==> src/rtl/codificador_pkg.sv <==
// Shared MIPS encoding constants: instruction classes, ALU control codes,
// primary opcodes and R-type funct fields.
package codificador_pkg;

    typedef enum logic [2:0] {
        CLS_R    = 3'd0,
        CLS_LW   = 3'd1,
        CLS_SW   = 3'd2,
        CLS_BEQ  = 3'd3,
        CLS_ADDI = 3'd4,
        CLS_J    = 3'd5
    } classe_t;

    // ULAControl codes accepted for R-type instructions; 100 and 101 are unused.
    typedef enum logic [2:0] {
        ULA_AND = 3'b000,
        ULA_OR  = 3'b001,
        ULA_ADD = 3'b010,
        ULA_NOR = 3'b011,
        ULA_SUB = 3'b110,
        ULA_SLT = 3'b111
    } ula_op_t;

    localparam logic [5:0] OP_R    = 6'b000000;
    localparam logic [5:0] OP_LW   = 6'b100011;
    localparam logic [5:0] OP_SW   = 6'b101011;
    localparam logic [5:0] OP_BEQ  = 6'b000100;
    localparam logic [5:0] OP_ADDI = 6'b001000;
    localparam logic [5:0] OP_J    = 6'b000010;

    localparam logic [5:0] FN_ADD = 6'b100000;
    localparam logic [5:0] FN_SUB = 6'b100010;
    localparam logic [5:0] FN_AND = 6'b100100;
    localparam logic [5:0] FN_OR  = 6'b100101;
    localparam logic [5:0] FN_NOR = 6'b100111;
    localparam logic [5:0] FN_SLT = 6'b101010;

endpackage

==> src/rtl/codificador_instrucao_if.sv <==
// Request and instruction-memory bus of the instruction encoder.
// master = requester/memory side, slave = encoder.
interface codificador_instrucao_if #(
    parameter int AW = 8
) ();
    logic          Clear;
    logic          InValid;
    logic          InReady;
    logic [2:0]    Classe;
    logic [2:0]    ULAOp;
    logic [4:0]    Rs;
    logic [4:0]    Rt;
    logic [4:0]    Rd;
    logic [15:0]   Imm;
    logic [25:0]   Target;
    logic          MemWrite;
    logic          MemReady;
    logic [AW-1:0] Addr;
    logic [31:0]   Instr;
    logic          Err;
    logic [7:0]    ErrCount;

    modport master (
        output Clear, InValid, Classe, ULAOp, Rs, Rt, Rd, Imm, Target, MemReady,
        input  InReady, MemWrite, Addr, Instr, Err, ErrCount
    );

    modport slave (
        input  Clear, InValid, Classe, ULAOp, Rs, Rt, Rd, Imm, Target, MemReady,
        output InReady, MemWrite, Addr, Instr, Err, ErrCount
    );
endinterface

==> src/rtl/fifo_sincrona.sv <==
// Synchronous FIFO with full/empty flags and synchronous clear.
// Pointers carry one extra wrap bit to tell full from empty (DEPTH >= 2).
module fifo_sincrona #(
    parameter int DEPTH = 4,
    parameter int WIDTH = 32
) (
    input  logic             clk,
    input  logic             rst_n,
    input  logic             clear,
    input  logic             push,
    input  logic             pop,
    input  logic [WIDTH-1:0] din,
    output logic [WIDTH-1:0] dout,
    output logic             full,
    output logic             empty
);
    localparam int PW = $clog2(DEPTH);

    logic [WIDTH-1:0] mem [DEPTH];
    logic [PW:0]      wr_ptr;
    logic [PW:0]      rd_ptr;
    logic             do_push;
    logic             do_pop;

    assign empty   = (wr_ptr == rd_ptr);
    assign full    = (wr_ptr[PW] != rd_ptr[PW]) && (wr_ptr[PW-1:0] == rd_ptr[PW-1:0]);
    assign do_push = push && !full;
    assign do_pop  = pop && !empty;
    assign dout    = mem[rd_ptr[PW-1:0]];

    // NOTE: state registers use non-blocking assignments so every flop samples pre-edge values.
    always_ff @(posedge clk) begin
        if (!rst_n || clear) begin
            wr_ptr <= '0;
            rd_ptr <= '0;
        end else begin
            if (do_push) wr_ptr <= wr_ptr + 1'b1;
            if (do_pop)  rd_ptr <= rd_ptr + 1'b1;
        end
    end

    // NOTE: storage is not reset; the pointers alone decide which entries are meaningful.
    always_ff @(posedge clk) begin
        if (do_push) mem[wr_ptr[PW-1:0]] <= din;
    end
endmodule

==> src/rtl/codificador_instrucao.sv <==
// Encodes instruction requests into 32-bit MIPS words, queues them and writes
// them to consecutive instruction-memory addresses; rejects invalid requests.
module codificador_instrucao
    import codificador_pkg::*;
#(
    parameter int DEPTH = 4,
    parameter int AW    = 8
) (
    input  logic                  clk,
    input  logic                  rst_n,
    codificador_instrucao_if.slave bus
);
    logic [31:0]   enc_word;
    logic          enc_ok;
    logic [5:0]    funct;
    logic          accept;
    logic          fifo_full;
    logic          fifo_empty;
    logic [31:0]   fifo_dout;
    logic          mem_fire;
    logic [AW-1:0] addr_q;
    logic          err_q;
    logic [7:0]    err_count_q;

    // NOTE: every output of a combinational block gets a default first, so no path infers a latch.
    always_comb begin
        enc_ok   = 1'b1;
        enc_word = '0;
        funct    = '0;
        case (bus.Classe)
            CLS_R: begin
                case (bus.ULAOp)
                    ULA_ADD: funct = FN_ADD;
                    ULA_SUB: funct = FN_SUB;
                    ULA_AND: funct = FN_AND;
                    ULA_OR:  funct = FN_OR;
                    ULA_NOR: funct = FN_NOR;
                    ULA_SLT: funct = FN_SLT;
                    default: enc_ok = 1'b0;
                endcase
                enc_word = {OP_R, bus.Rs, bus.Rt, bus.Rd, 5'b00000, funct};
            end
            CLS_LW:   enc_word = {OP_LW,   bus.Rs, bus.Rt, bus.Imm};
            CLS_SW:   enc_word = {OP_SW,   bus.Rs, bus.Rt, bus.Imm};
            CLS_BEQ:  enc_word = {OP_BEQ,  bus.Rs, bus.Rt, bus.Imm};
            CLS_ADDI: enc_word = {OP_ADDI, bus.Rs, bus.Rt, bus.Imm};
            CLS_J:    enc_word = {OP_J,    bus.Target};
            default:  enc_ok = 1'b0;
        endcase
    end

    // A full FIFO refuses requests even if the head drains in the same cycle.
    assign accept   = bus.InValid && !fifo_full;
    assign mem_fire = !fifo_empty && bus.MemReady;

    fifo_sincrona #(
        .DEPTH (DEPTH),
        .WIDTH (32)
    ) u_fifo (
        .clk   (clk),
        .rst_n (rst_n),
        .clear (bus.Clear),
        .push  (accept && enc_ok),
        .pop   (mem_fire),
        .din   (enc_word),
        .dout  (fifo_dout),
        .full  (fifo_full),
        .empty (fifo_empty)
    );

    always_ff @(posedge clk) begin
        if (!rst_n) begin
            addr_q      <= '0;
            err_q       <= 1'b0;
            err_count_q <= '0;
        end else begin
            if (bus.Clear)    addr_q <= '0;
            else if (mem_fire) addr_q <= addr_q + 1'b1;
            err_q <= accept && !enc_ok;
            if (accept && !enc_ok && err_count_q != 8'hFF)
                err_count_q <= err_count_q + 8'd1;
        end
    end

    assign bus.InReady  = !fifo_full;
    assign bus.MemWrite = !fifo_empty;
    assign bus.Instr    = fifo_empty ? 32'h0 : fifo_dout;
    assign bus.Addr     = addr_q;
    assign bus.Err      = err_q;
    assign bus.ErrCount = err_count_q;
endmodule
==> src/flat_wrapper.sv <==
// flat-port wrapper written by rule: the top's interface ports become plain ports
module codificador_instrucao_flat import codificador_pkg::*;
#(
    parameter int DEPTH = 4,
    parameter int AW    = 8
)
  (clk, rst_n, bus_Clear, bus_InValid, bus_Classe, bus_ULAOp, bus_Rs, bus_Rt, bus_Rd, bus_Imm, bus_Target, bus_MemReady, bus_InReady, bus_MemWrite, bus_Addr, bus_Instr, bus_Err, bus_ErrCount);
  codificador_instrucao_if #(.AW(AW)) bus_i ();
  input  logic clk;
  input  logic rst_n;
  input wire logic [$bits(bus_i.Clear)-1:0] bus_Clear;
  input wire logic [$bits(bus_i.InValid)-1:0] bus_InValid;
  input wire logic [$bits(bus_i.Classe)-1:0] bus_Classe;
  input wire logic [$bits(bus_i.ULAOp)-1:0] bus_ULAOp;
  input wire logic [$bits(bus_i.Rs)-1:0] bus_Rs;
  input wire logic [$bits(bus_i.Rt)-1:0] bus_Rt;
  input wire logic [$bits(bus_i.Rd)-1:0] bus_Rd;
  input wire logic [$bits(bus_i.Imm)-1:0] bus_Imm;
  input wire logic [$bits(bus_i.Target)-1:0] bus_Target;
  input wire logic [$bits(bus_i.MemReady)-1:0] bus_MemReady;
  output wire logic [$bits(bus_i.InReady)-1:0] bus_InReady;
  output wire logic [$bits(bus_i.MemWrite)-1:0] bus_MemWrite;
  output wire logic [$bits(bus_i.Addr)-1:0] bus_Addr;
  output wire logic [$bits(bus_i.Instr)-1:0] bus_Instr;
  output wire logic [$bits(bus_i.Err)-1:0] bus_Err;
  output wire logic [$bits(bus_i.ErrCount)-1:0] bus_ErrCount;
  assign bus_i.Clear = bus_Clear;
  assign bus_i.InValid = bus_InValid;
  assign bus_i.Classe = bus_Classe;
  assign bus_i.ULAOp = bus_ULAOp;
  assign bus_i.Rs = bus_Rs;
  assign bus_i.Rt = bus_Rt;
  assign bus_i.Rd = bus_Rd;
  assign bus_i.Imm = bus_Imm;
  assign bus_i.Target = bus_Target;
  assign bus_i.MemReady = bus_MemReady;
  assign bus_InReady = bus_i.InReady;
  assign bus_MemWrite = bus_i.MemWrite;
  assign bus_Addr = bus_i.Addr;
  assign bus_Instr = bus_i.Instr;
  assign bus_Err = bus_i.Err;
  assign bus_ErrCount = bus_i.ErrCount;
  codificador_instrucao #(.DEPTH(DEPTH), .AW(AW)) u_core (.clk(clk), .rst_n(rst_n), .bus(bus_i));
endmodule
==> config.mk <==
export PLATFORM = sky130hd
export DESIGN_NAME = codificador_instrucao_flat
export DESIGN_NICKNAME = d
export VERILOG_FILES = /design/src/rtl/codificador_pkg.sv /design/src/rtl/codificador_instrucao_if.sv /design/src/rtl/fifo_sincrona.sv /design/src/rtl/codificador_instrucao.sv /design/src/flat_wrapper.sv
export SDC_FILE = /design/constraint.sdc
export NUM_CORES = 1
export LEC_CHECK = 0
export CAP_MARGIN = 20
export CORE_MARGIN = 4
export CORE_UTILIZATION = 43
export CTS_CLUSTER_DIAMETER = 30
export DETAILED_ROUTE_END_ITERATION = 8
export GPL_TIMING_DRIVEN = 0
export PLACE_DENSITY = 0.67
export SETUP_SLACK_MARGIN = 0.3
export SKIP_CTS_REPAIR_TIMING = 1
export SYNTH_ARGS = -nofsm -noshare
export SYNTH_HDL_FRONTEND = slang
export SYNTH_HIERARCHICAL = 1
export SYNTH_SLANG_ARGS = --single-unit
==> constraint.sdc <==
create_clock -name clk -period 3.7 [get_ports clk]
set_input_delay 0.555 -clock clk [delete_from_list [all_inputs] [get_ports clk]]
set_output_delay 0.555 -clock clk [all_outputs]
set_load 0.1 [all_outputs]
== After elaboration in Yosys (flattened, before gate mapping) ==
Memories as Yosys holds them, arrays and structs flattened. A register that Yosys moved wholly into a read port is not among the register bits.
Index checks and enable logic that the tools add are counted.

* Output and inout bits: 51
* Flip-flop bits (word level): 23
* Memories: 1
* Memory bits (writable): 128

{| class="wikitable"
|+ Memory list
! memory !! words !! bits a word !! read ports !! clocked after memory_dff !! write ports !! line !! source
|-
| u_core.u_fifo.mem || 4 || 32 || 1 || 1 || 1 || fifo_sincrona.sv:19 || <nowiki>logic [WIDTH-1:0] mem [DEPTH];</nowiki>
|}

* Multiplexer cells: 9
* Bitwise operators: 1
* Equality and inequality tests: 14
* Reduce and logical (&&, ||, !) cells: 18
* $add $sub $neg: 4

{| class="wikitable"
|+ Operators by type and width
! cell !! number
|-
| $pmux 32 s6 || 1
|-
| $pmux 6 s6 || 1
|-
| $mux 32 || 1
|-
| $add 8x1->8 const B || 2
|-
| $eq 3x2->1 const B || 4
|-
| $eq 3x3->1 const B || 4
|-
| $logic_and 1x1->1 || 8
|-
| $ne 8x8->1 const B || 1
|-
| $add 3x1->3 const B || 2
|-
| $eq 3x1->1 const B || 2
|-
| $logic_not 3->1 || 2
|-
| $reduce_or 6->1 || 1
|-
| $reduce_or 5->1 || 1
|-
| $logic_not 1->1 || 4
|-
| $mux 2 || 2
|-
| $eq 3x3->1 || 1
|-
| $mux 1 || 3
|-
| $eq 2x2->1 || 1
|-
| $pmux 1 s2 || 1
|-
| $reduce_or 2->1 || 1
|-
| $logic_or 1x1->1 || 1
|-
| $ne 1x1->1 || 1
|-
| $not 1->1 || 1
|}

== Longest topological paths before layout ==
Gate-level depths: netlist of run 1.

* Depth in word-level cells: 8
* Mapped depth: 10
* Mapped depth without buffers: 9

== Modules after synthesis ==
Netlist of run 1, hierarchy kept.

{| class="wikitable"
|+ By module, submodules not included
! module !! cells each !! times used !! area an instance (um^2)
|-
| fifo_sincrona || 234 || 1 || 5183.7
|-
| codificador_instrucao || 243 || 1 || 1776.7
|}

== Worst setup path after synthesis of run 1 ==
OpenSTA, ideal clock, no wires.

* Kind: flip-flop to flip-flop
* Start: register u_core.u_fifo.wr_ptr[1]
* End: memory u_core.u_fifo.mem[3][0] (enable)
* Setup time: 0.441 ns
* Slack: -0.684 ns
* Cell stages (with the launch flop): 10
* Arrival time: 3.944 ns
* Data required time: 3.259 ns
* Path through: dfxtp_1 > buf_6 > xnor2_1 > nand2_2 > nor2_1 > inv_1 > nand2_1 > a221oi_1 > nand2_1 > a31oi_1

* Cells in the longest elaborated chain, start to end: 8

{| class="wikitable"
|+ RTL lines
! element !! line !! source
|-
| start: declaration || fifo_sincrona.sv:20 || <nowiki>logic [PW:0] wr_ptr;</nowiki>
|-
| start signal: assignment || fifo_sincrona.sv:37 || <nowiki>if (do_push) wr_ptr <= wr_ptr + 1'b1;</nowiki>
|-
| $eq 2x2->1 * || fifo_sincrona.sv:26 || <nowiki>assign full = (wr_ptr[PW] != rd_ptr[PW]) && (wr_ptr[PW-1:0] == rd_ptr[PW-1:0]);</nowiki>
|-
| $logic_and 1x1->1 * || fifo_sincrona.sv:26 ||
|-
| named net u_core.fifo_full || codificador_instrucao.sv:17 || <nowiki>logic fifo_full;</nowiki>
|-
| $logic_not 1->1 * || -- ||
|-
| named net bus_InReady || flat_wrapper.sv:21 || <nowiki>output wire logic [$bits(bus_i.InReady)-1:0] bus_InReady;</nowiki>
|-
| $logic_and 1x1->1 || codificador_instrucao.sv:53 || <nowiki>assign accept = bus.InValid && !fifo_full;</nowiki>
|-
| $logic_and 1x1->1 || codificador_instrucao.sv:63 || <nowiki>.push (accept && enc_ok),</nowiki>
|-
| $logic_and 1x1->1 * || fifo_sincrona.sv:27 || <nowiki>assign do_push = push && !full;</nowiki>
|-
| $mux 1 * || fifo_sincrona.sv:44 || <nowiki>if (do_push) mem[wr_ptr[PW-1:0]] <= din;</nowiki>
|-
| $mux 1 (implied by the code) * || fifo_sincrona.sv:44 ||
|-
| end: declaration || fifo_sincrona.sv:19 ||
|}

The timed path passes the listed nets; every way through them passes the cells marked *.

== Worst setup path after layout of run 1 ==
* Start: register u_core.u_fifo.rd_ptr[2]
* End: output port bus_Instr[5]

* Cells in the longest elaborated chain, start to end: 2

{| class="wikitable"
|+ RTL lines
! element !! line !! source
|-
| start: declaration || fifo_sincrona.sv:21 || <nowiki>logic [PW:0] rd_ptr;</nowiki>
|-
| start signal: assignment || fifo_sincrona.sv:38 || <nowiki>if (do_pop) rd_ptr <= rd_ptr + 1'b1;</nowiki>
|-
| $eq 3x3->1 || fifo_sincrona.sv:25 || <nowiki>assign empty = (wr_ptr == rd_ptr);</nowiki>
|-
| named net u_core.fifo_empty || codificador_instrucao.sv:18 || <nowiki>logic fifo_empty;</nowiki>
|-
| $mux 32 || codificador_instrucao.sv:87 || <nowiki>assign bus.Instr = fifo_empty ? 32'h0 : fifo_dout;</nowiki>
|-
| end: declaration || flat_wrapper.sv:24 || <nowiki>output wire logic [$bits(bus_i.Instr)-1:0] bus_Instr;</nowiki>
|}

The timed path passes the listed nets, and every way through them passes these cells.

==> impl_metrics.env, run 1 <==
export IMPL_rrSetupSlack_ps=550
export IMPL_grt_util_met2_pct=31.0
export IMPL_worst_ir_drop_vdd_uv=289
export IMPL_syn_inst=477
export IMPL_worstPathArrival_ps=2910
export IMPL_grt_max_degree=33
export IMPL_ys_flop_type="edfxtp_1"
export IMPL_final_cells=847
export IMPL_io_buffers=118
export IMPL_hpwl_um=11300
export IMPL_synthAdderAreaFrac_pct=1.26
export IMPL_p_per_area_mw_per_mm2=475
export IMPL_synth_xor_area_share_pct=1.76
export IMPL_drc_errors=0
export IMPL_drt_iter0_drc=265
export IMPL_timing_rr_end="u_core/u_fifo/mem[0][27]"
export IMPL_slew_viol_final=0
export IMPL_placed_cells=815
export IMPL_cap_violations=0
export IMPL_power_mw=4.28
export IMPL_fin_nets=693
export IMPL_max_freq_mhz=288
export IMPL_synth_most_common_cell="edfxtp_1"
export IMPL_hold_ws_ps=492
export IMPL_antenna_found_initial=0
export IMPL_finalHoldViolCount=0
export IMPL_antennaDiodeCount=0
export IMPL_yosys_area_share_simple_pct=10.2
export IMPL_synth_top_area_share_pct=55.2
export IMPL_yosysUniqueCellTypes=52
export IMPL_cts_buffer_depth=2
export IMPL_min_path_type="flip-flop to flip-flop"
export IMPL_cts_buffers_inserted=17
export IMPL_yosysSeqAreaShare_pct=62.4
export IMPL_grt_overflow=0
export IMPL_min_delay_start="u_core/bus.ErrCount[6]"
export IMPL_clk_pin_slew_worst_paths_ps=60
export IMPL_drt_total_wl_um=16600
export IMPL_grt_busiest_layer="met2"
export IMPL_synth_top_family_by_area="multiplexers"
export IMPL_synthTopCellsByArea="edfxtp_1, mux4_2, dfxtp_1"
export IMPL_grt_first_pass_wirelength_um=25900
export IMPL_yosysWarnings=6
export IMPL_syn_area_mm2=0.00696
export IMPL_track_usage_pct=18.6
export IMPL_grt_pass1_vias=4763
export IMPL_place_gp_congestion=0.866
export IMPL_yosys_top_cells_count="edfxtp_1, nor2b_1, mux4_2, dfxtp_1, nand2_1"
export IMPL_p_leak_nw=3.08
export IMPL_synth_compound_area_share_pct=10.2
export IMPL_rsz0062_at_grt="yes"
export IMPL_routed_via_density=5.51
export IMPL_final_layout_size_suffix_gt1_share_pct=18.5
export IMPL_cts_tree="yes"
export IMPL_io_pins=119
export IMPL_worst_slack_ps=232
export IMPL_placed_area_mm2=0.00847
export IMPL_ant_nets=0
export IMPL_synth_edf_count=128
export IMPL_holdPathStages=2
export IMPL_worstSkewPairLatency_ps=420
export IMPL_max_slew_margin_pct=34.6
export IMPL_worst_pin_slew_ps=978
export IMPL_initial_core_util_pct=43.8
export IMPL_critPathLaunchType="flip-flop"
export IMPL_period_minus_slack_ps=3470
export IMPL_syn_avg_cell_area_um2=14.6
export IMPL_yosys_area_top_type="edfxtp_1"
export IMPL_place_ws_ps=-409
export IMPL_htreeDepth=4
export IMPL_ys_seq_elements=153
export IMPL_dr_pass1_iters=5
export IMPL_r2r_start="u_core/u_fifo/wr_ptr[2]"
export IMPL_status="finished, final reports clean"
export IMPL_core_area_mm2=0.0159
export IMPL_cp_end_kind="output pin"
export IMPL_min_to="u_core/bus.ErrCount[6]"
export IMPL_fp_dieH_um=135
export IMPL_area_growth_pct=29.4
export IMPL_required_ps=3140
export IMPL_r2r_cells=7
export IMPL_cts_root_buffer="clkbuf_16"
export IMPL_setup_viol=0
export IMPL_num_rows=46
export IMPL_die_x_um=135
export IMPL_avgRoutedWirePerCell_um=19.5
export IMPL_synthMuxAreaShare_pct=11.5
export IMPL_cts_sinks=153
export IMPL_crit_type="flip-flop to output pin"
export IMPL_skew_ps=12.6
export IMPL_fin_crit_sh_pct=93.7
export IMPL_synth_async_reset_ratio_pct=0
export IMPL_met1_usage_pct=24.0
export IMPL_dieArea_mm2=0.0183
export IMPL_num_vias=4671
export IMPL_crit_fanout=10
export IMPL_fin_area_mm2=0.00901
export IMPL_use_met3_pct=4.64
[report_power, final]
part | leakage, nW | switching [mW] | internal [mW]
combinational | 1.40 | 0.319 | 0.172
clock | 0.290 | 0.654 | 1.19
sequential | 1.38 | 0.0118 | 1.93
[routing by layer]
metal | vias to the layer above | part of all wire, %
met5 | - | 0
met4 | 0 | 1.2
met3 | 15 | 6.7
met2 | 168 | 49
met1 | 2323 | 43
li1 | 2165 | -
[sequential cells by signal, indices dropped and copies added, names as in the netlist, named ones only]
name / cells
u_core/u_fifo/mem: 128
u_core/bus.Addr: 8
u_core/bus.ErrCount: 8
u_core/u_fifo/rd_ptr: 3
u_core/u_fifo/wr_ptr: 3
u_core/bus.Err: 1
[critical path, stage by stage (launching register included)]
cell            delay [ps]
dfxtp_1                420
xor2_1                 540
nor2_2                 190
clkbuf_2               290
nor2b_1                260
dlymetal6s2s_1         780
[metrics by stage]
step / TNS (ps) / util (%)
after detailed placement: -8350 / 53.3
after CTS: -22710 / 57.3
after global routing: 0 / 56.7
after floorplan: 0 / -
after global placement: -51210 / 53.2
final: 0 / 56.7
[final cells by class]
cell class              instances  area [um2]
fillers                      1333        6880
flip-flops and latches        153        4340
multi-input cells             287        2490
repair buffers                119        1080
clock buffers                  20         437
well taps                     216         270
clock inverters                12         200
plain buffers                  28         138
inverters                      12        48.8
[cell families after synthesis]
family | count (synthesis)
buf+inv | 40
xor+xnor | 14
flops | 153
compound gates | 96
other cells | 1
fa+ha+maj | 7
mux | 40
simple gates | 126
[cell usage in the layout (no fill, tap or decap), types with 7 or more instances in the layout]
| cell type | count |
|---|---|
| clkbuf_1 | 16 |
| dfxtp_1 | 25 |
| mux4_2 | 32 |
| mux2i_1 | 8 |
| nor2b_1 | 35 |
| o2bb2ai_1 | 10 |
| o21ai_0 | 16 |
| ha_1 | 7 |
| inv_1 | 10 |
| nor2_1 | 20 |
| edfxtp_1 | 128 |
| xor2_1 | 9 |
| clkbuf_16 | 17 |
| nand2_1 | 23 |
| clkbuf_2 | 31 |
| a21oi_1 | 12 |
| a22oi_1 | 19 |
| clkdlybuf4s50_1 | 84 |
| nand4_1 | 7 |
| a22o_1 | 8 |
[worst max-delay path by stage]
| stage | from | to | slack (ps) | cells past startpoint |
|---|---|---|---|---|
| 2_1_floorplan | u_core/u_fifo/wr_ptr[1] | u_core/u_fifo/mem[0][0] | 420 | 9 |
| 3_3_place_gp | bus_Classe[2] | u_core/u_fifo/mem[0][19] | -570 | 6 |
| 5_1_grt | u_core/u_fifo/rd_ptr[2] | bus_Instr[5] | 90 | 5 |
| 4_1_cts | u_core/u_fifo/wr_ptr[0] | bus_Instr[5] | -890 | 6 |
| 6_report | u_core/u_fifo/rd_ptr[2] | bus_Instr[5] | 230 | 5 |
| 3_5_place_dp | u_core/u_fifo/wr_ptr[0] | bus_Instr[5] | -410 | 6 |
Note: power is estimated with default switching activity, not from simulation.
==> run 2: changes to the inputs <==
--- a/config.mk
+++ b/config.mk
@@ -6,12 +6,12 @@
 export NUM_CORES = 1
 export LEC_CHECK = 0
 export CAP_MARGIN = 20
-export CORE_MARGIN = 4
+export CORE_MARGIN = 10
 export CORE_UTILIZATION = 43
 export CTS_CLUSTER_DIAMETER = 30
 export DETAILED_ROUTE_END_ITERATION = 8
 export GPL_TIMING_DRIVEN = 0
-export PLACE_DENSITY = 0.67
+export PLACE_DENSITY = 0.7
 export SETUP_SLACK_MARGIN = 0.3
 export SKIP_CTS_REPAIR_TIMING = 1
 export SYNTH_ARGS = -nofsm -noshare
==> run 2 against run 1 <==
Net effect: sequential cell count stayed put; wire length rose by 4.5%; largest cell class unchanged; sequential power hardly changed; register-to-register slack improved by 70 ps; first-iteration DRC count increased by 7.9%; cell count is 0.12% higher; power decreased by 3.5%; via count up 0.81%; die area rose by 19%; critical path type unchanged.
==> impl_metrics.env, run 2 (same netlist as run 1, synthesis figures left out) <==
export IMPL_drt_iter0_drc=286
export IMPL_cts_sinks=153
export IMPL_worstSkewPairLatency_ps=420
export IMPL_antenna_found_initial=0
export IMPL_crit_top_cell="clkbuf_2"
export IMPL_final_core_util_pct=57.0
export IMPL_p_clk_share_pct=41.0
export IMPL_grt_first_pass_wirelength_um=26500
export IMPL_worstPathArrival_ps=2710
export IMPL_cts_buffer_depth=2
export IMPL_p_comb_share_pct=12.0
export IMPL_core_area_mm2=0.0159
export IMPL_cts_buffers_inserted=17
export IMPL_hpwl_um=12000
export IMPL_initial_core_util_pct=43.8
export IMPL_num_rows=46
export IMPL_crit_fanout=10
export IMPL_p_leak_nw=3.21
export IMPL_worstPathCellList="buf_6 -> xnor2_2 -> nand2_2 -> nor2_4 -> clkbuf_2 -> nor2b_1 -> clkbuf_2"
export IMPL_cap_violations=0
export IMPL_final_cells=848
export IMPL_cts_root_buffer="clkbuf_16"
export IMPL_avgRoutedWirePerCell_um=20.4
export IMPL_max_freq_mhz=307
export IMPL_required_ps=3140
export IMPL_max_slew_margin_pct=33.5
export IMPL_place_gp_congestion=0.820
export IMPL_worst_slack_ps=438
export IMPL_io_buffers=118
export IMPL_dr_pass1_iters=5
export IMPL_htreeDepth=4
export IMPL_placed_area_mm2=0.00847
export IMPL_min_path_type="flip-flop to flip-flop"
export IMPL_max_stage_delay_ps=430
export IMPL_status="finished, final reports clean"
export IMPL_power_mw=4.13
export IMPL_num_vias=4709
export IMPL_seq_power_share_pct=47.0
export IMPL_placed_cells=815
export IMPL_skew_ps=5.24
export IMPL_critPathSlowestCell="xnor2_2"
export IMPL_period_minus_slack_ps=3260
export IMPL_hold_ws_ps=501
export IMPL_die_x_um=147
export IMPL_antennaDiodeCount=0
export IMPL_worst_ir_drop_vdd_uv=327
export IMPL_mostFrequentLayoutCells="edfxtp_1, clkdlybuf4s50_1, nor2b_1"
export IMPL_largest_register_ffs=128
export IMPL_area_growth_pct=30.2
export IMPL_fin_nets=694
export IMPL_setup_viol=0
export IMPL_rsz0062_at_grt="no"
export IMPL_switchingPower_mw=0.972
export IMPL_cts_tree="yes"
export IMPL_place_ws_ps=-432
export IMPL_fin_area_mm2=0.00906
export IMPL_io_pins=119
export IMPL_final_layout_size_suffix_gt1_share_pct=18.0
export IMPL_crit_type="flip-flop to output pin"
export IMPL_dieArea_mm2=0.0217
export IMPL_tns_ps=0
export IMPL_crit_buf_inv=3
export IMPL_drt_total_wl_um=17300
export IMPL_p_int_mw=3.16
export IMPL_worst_pin_slew_ps=996
export IMPL_final_common_cell="edfxtp_1"
export IMPL_cp_end_kind="output pin"
export IMPL_finalHoldViolCount=0
export IMPL_fin_crit_sh_pct=88.2
export IMPL_critPathLaunchType="flip-flop"
export IMPL_switching_share_pct=23.5
export IMPL_routed_via_density=5.55
export IMPL_grt_pass1_vias=4752
export IMPL_drc_errors=0
export IMPL_p_per_area_mw_per_mm2=456
export IMPL_ant_nets=0
export IMPL_grt_overflow=0
export IMPL_fp_dieH_um=147
export IMPL_slew_viol_final=0
export IMPL_grt_max_degree=33
export IMPL_track_usage_pct=15.8
export IMPL_clk_pin_slew_worst_paths_ps=60
export IMPL_critPathTopFamily="buffers and inverters"
-- run 2: cell types whose count changed in the layout (fill, tap and decap cells not counted), sizes merged --
cell	previous run	this run
clkinv	3	6
dlymetal6s2s	6	13
bufinv	5	1
clkbuf	64	62
clkinvlp	6	2
a31oi	5	6
-- run 2: final cells by class --
| type | count | area (um2) |
|---|---|---|
| timing repair buffer | 119 | 1140 |
| multi-input combinational | 288 | 2530 |
| tap | 216 | 270 |
| buffer | 28 | 138 |
| clock buffer | 25 | 528 |
| fill | 1275 | 6820 |
| inverter | 12 | 48.8 |
| clock inverter | 7 | 62.6 |
| sequential | 153 | 4340 |
-- run 2: path summary, 6_finish.rpt --
kind | from | to | slack (ps) | cells after the start
setup / recovery | u_core/u_fifo/wr_ptr[1] | bus_Instr[5] | 440 | 7
setup reg to reg | u_core/u_fifo/rd_ptr[0] | u_core/u_fifo/mem[2][0] | 620 | 8
hold / removal | u_core/bus.ErrCount[1] | u_core/bus.ErrCount[1] | 500 | 2
hold reg to reg | u_core/bus.ErrCount[1] | u_core/bus.ErrCount[1] | 500 | 2
-- run 2: layer usage --
metal | part of all wire, % | wire, um | up-vias | track usage, %
li1 | - | - | 2163 | -
met1 | 43 | 7360 | 2358 | 18.8
met2 | 50 | 8600 | 166 | 26.4
met3 | 6.7 | 1150 | 22 | 5.16
met4 | 1.1 | 196 | 0 | 5.00
met5 | 0 | 0 | - | 0
-- run 2: worst min-delay path, stage by stage, from the launching register on --
cell and delay [ps]:
dfxtp_1 340, nand2_1 60, mux2i_1 50
-- run 2: power groups by stage --
stage | logic (mW) | clock network (mW) | registers, mW
finish | 0.497 | 1.69 | 1.94
global route | 0.529 | 1.79 | 1.95
CTS | 0.507 | 1.71 | 1.94
detailed placement | 0.505 | 0 | 1.98
global placement | 0.496 | 0 | 1.98
floorplan | 0.309 | 0 | 1.98
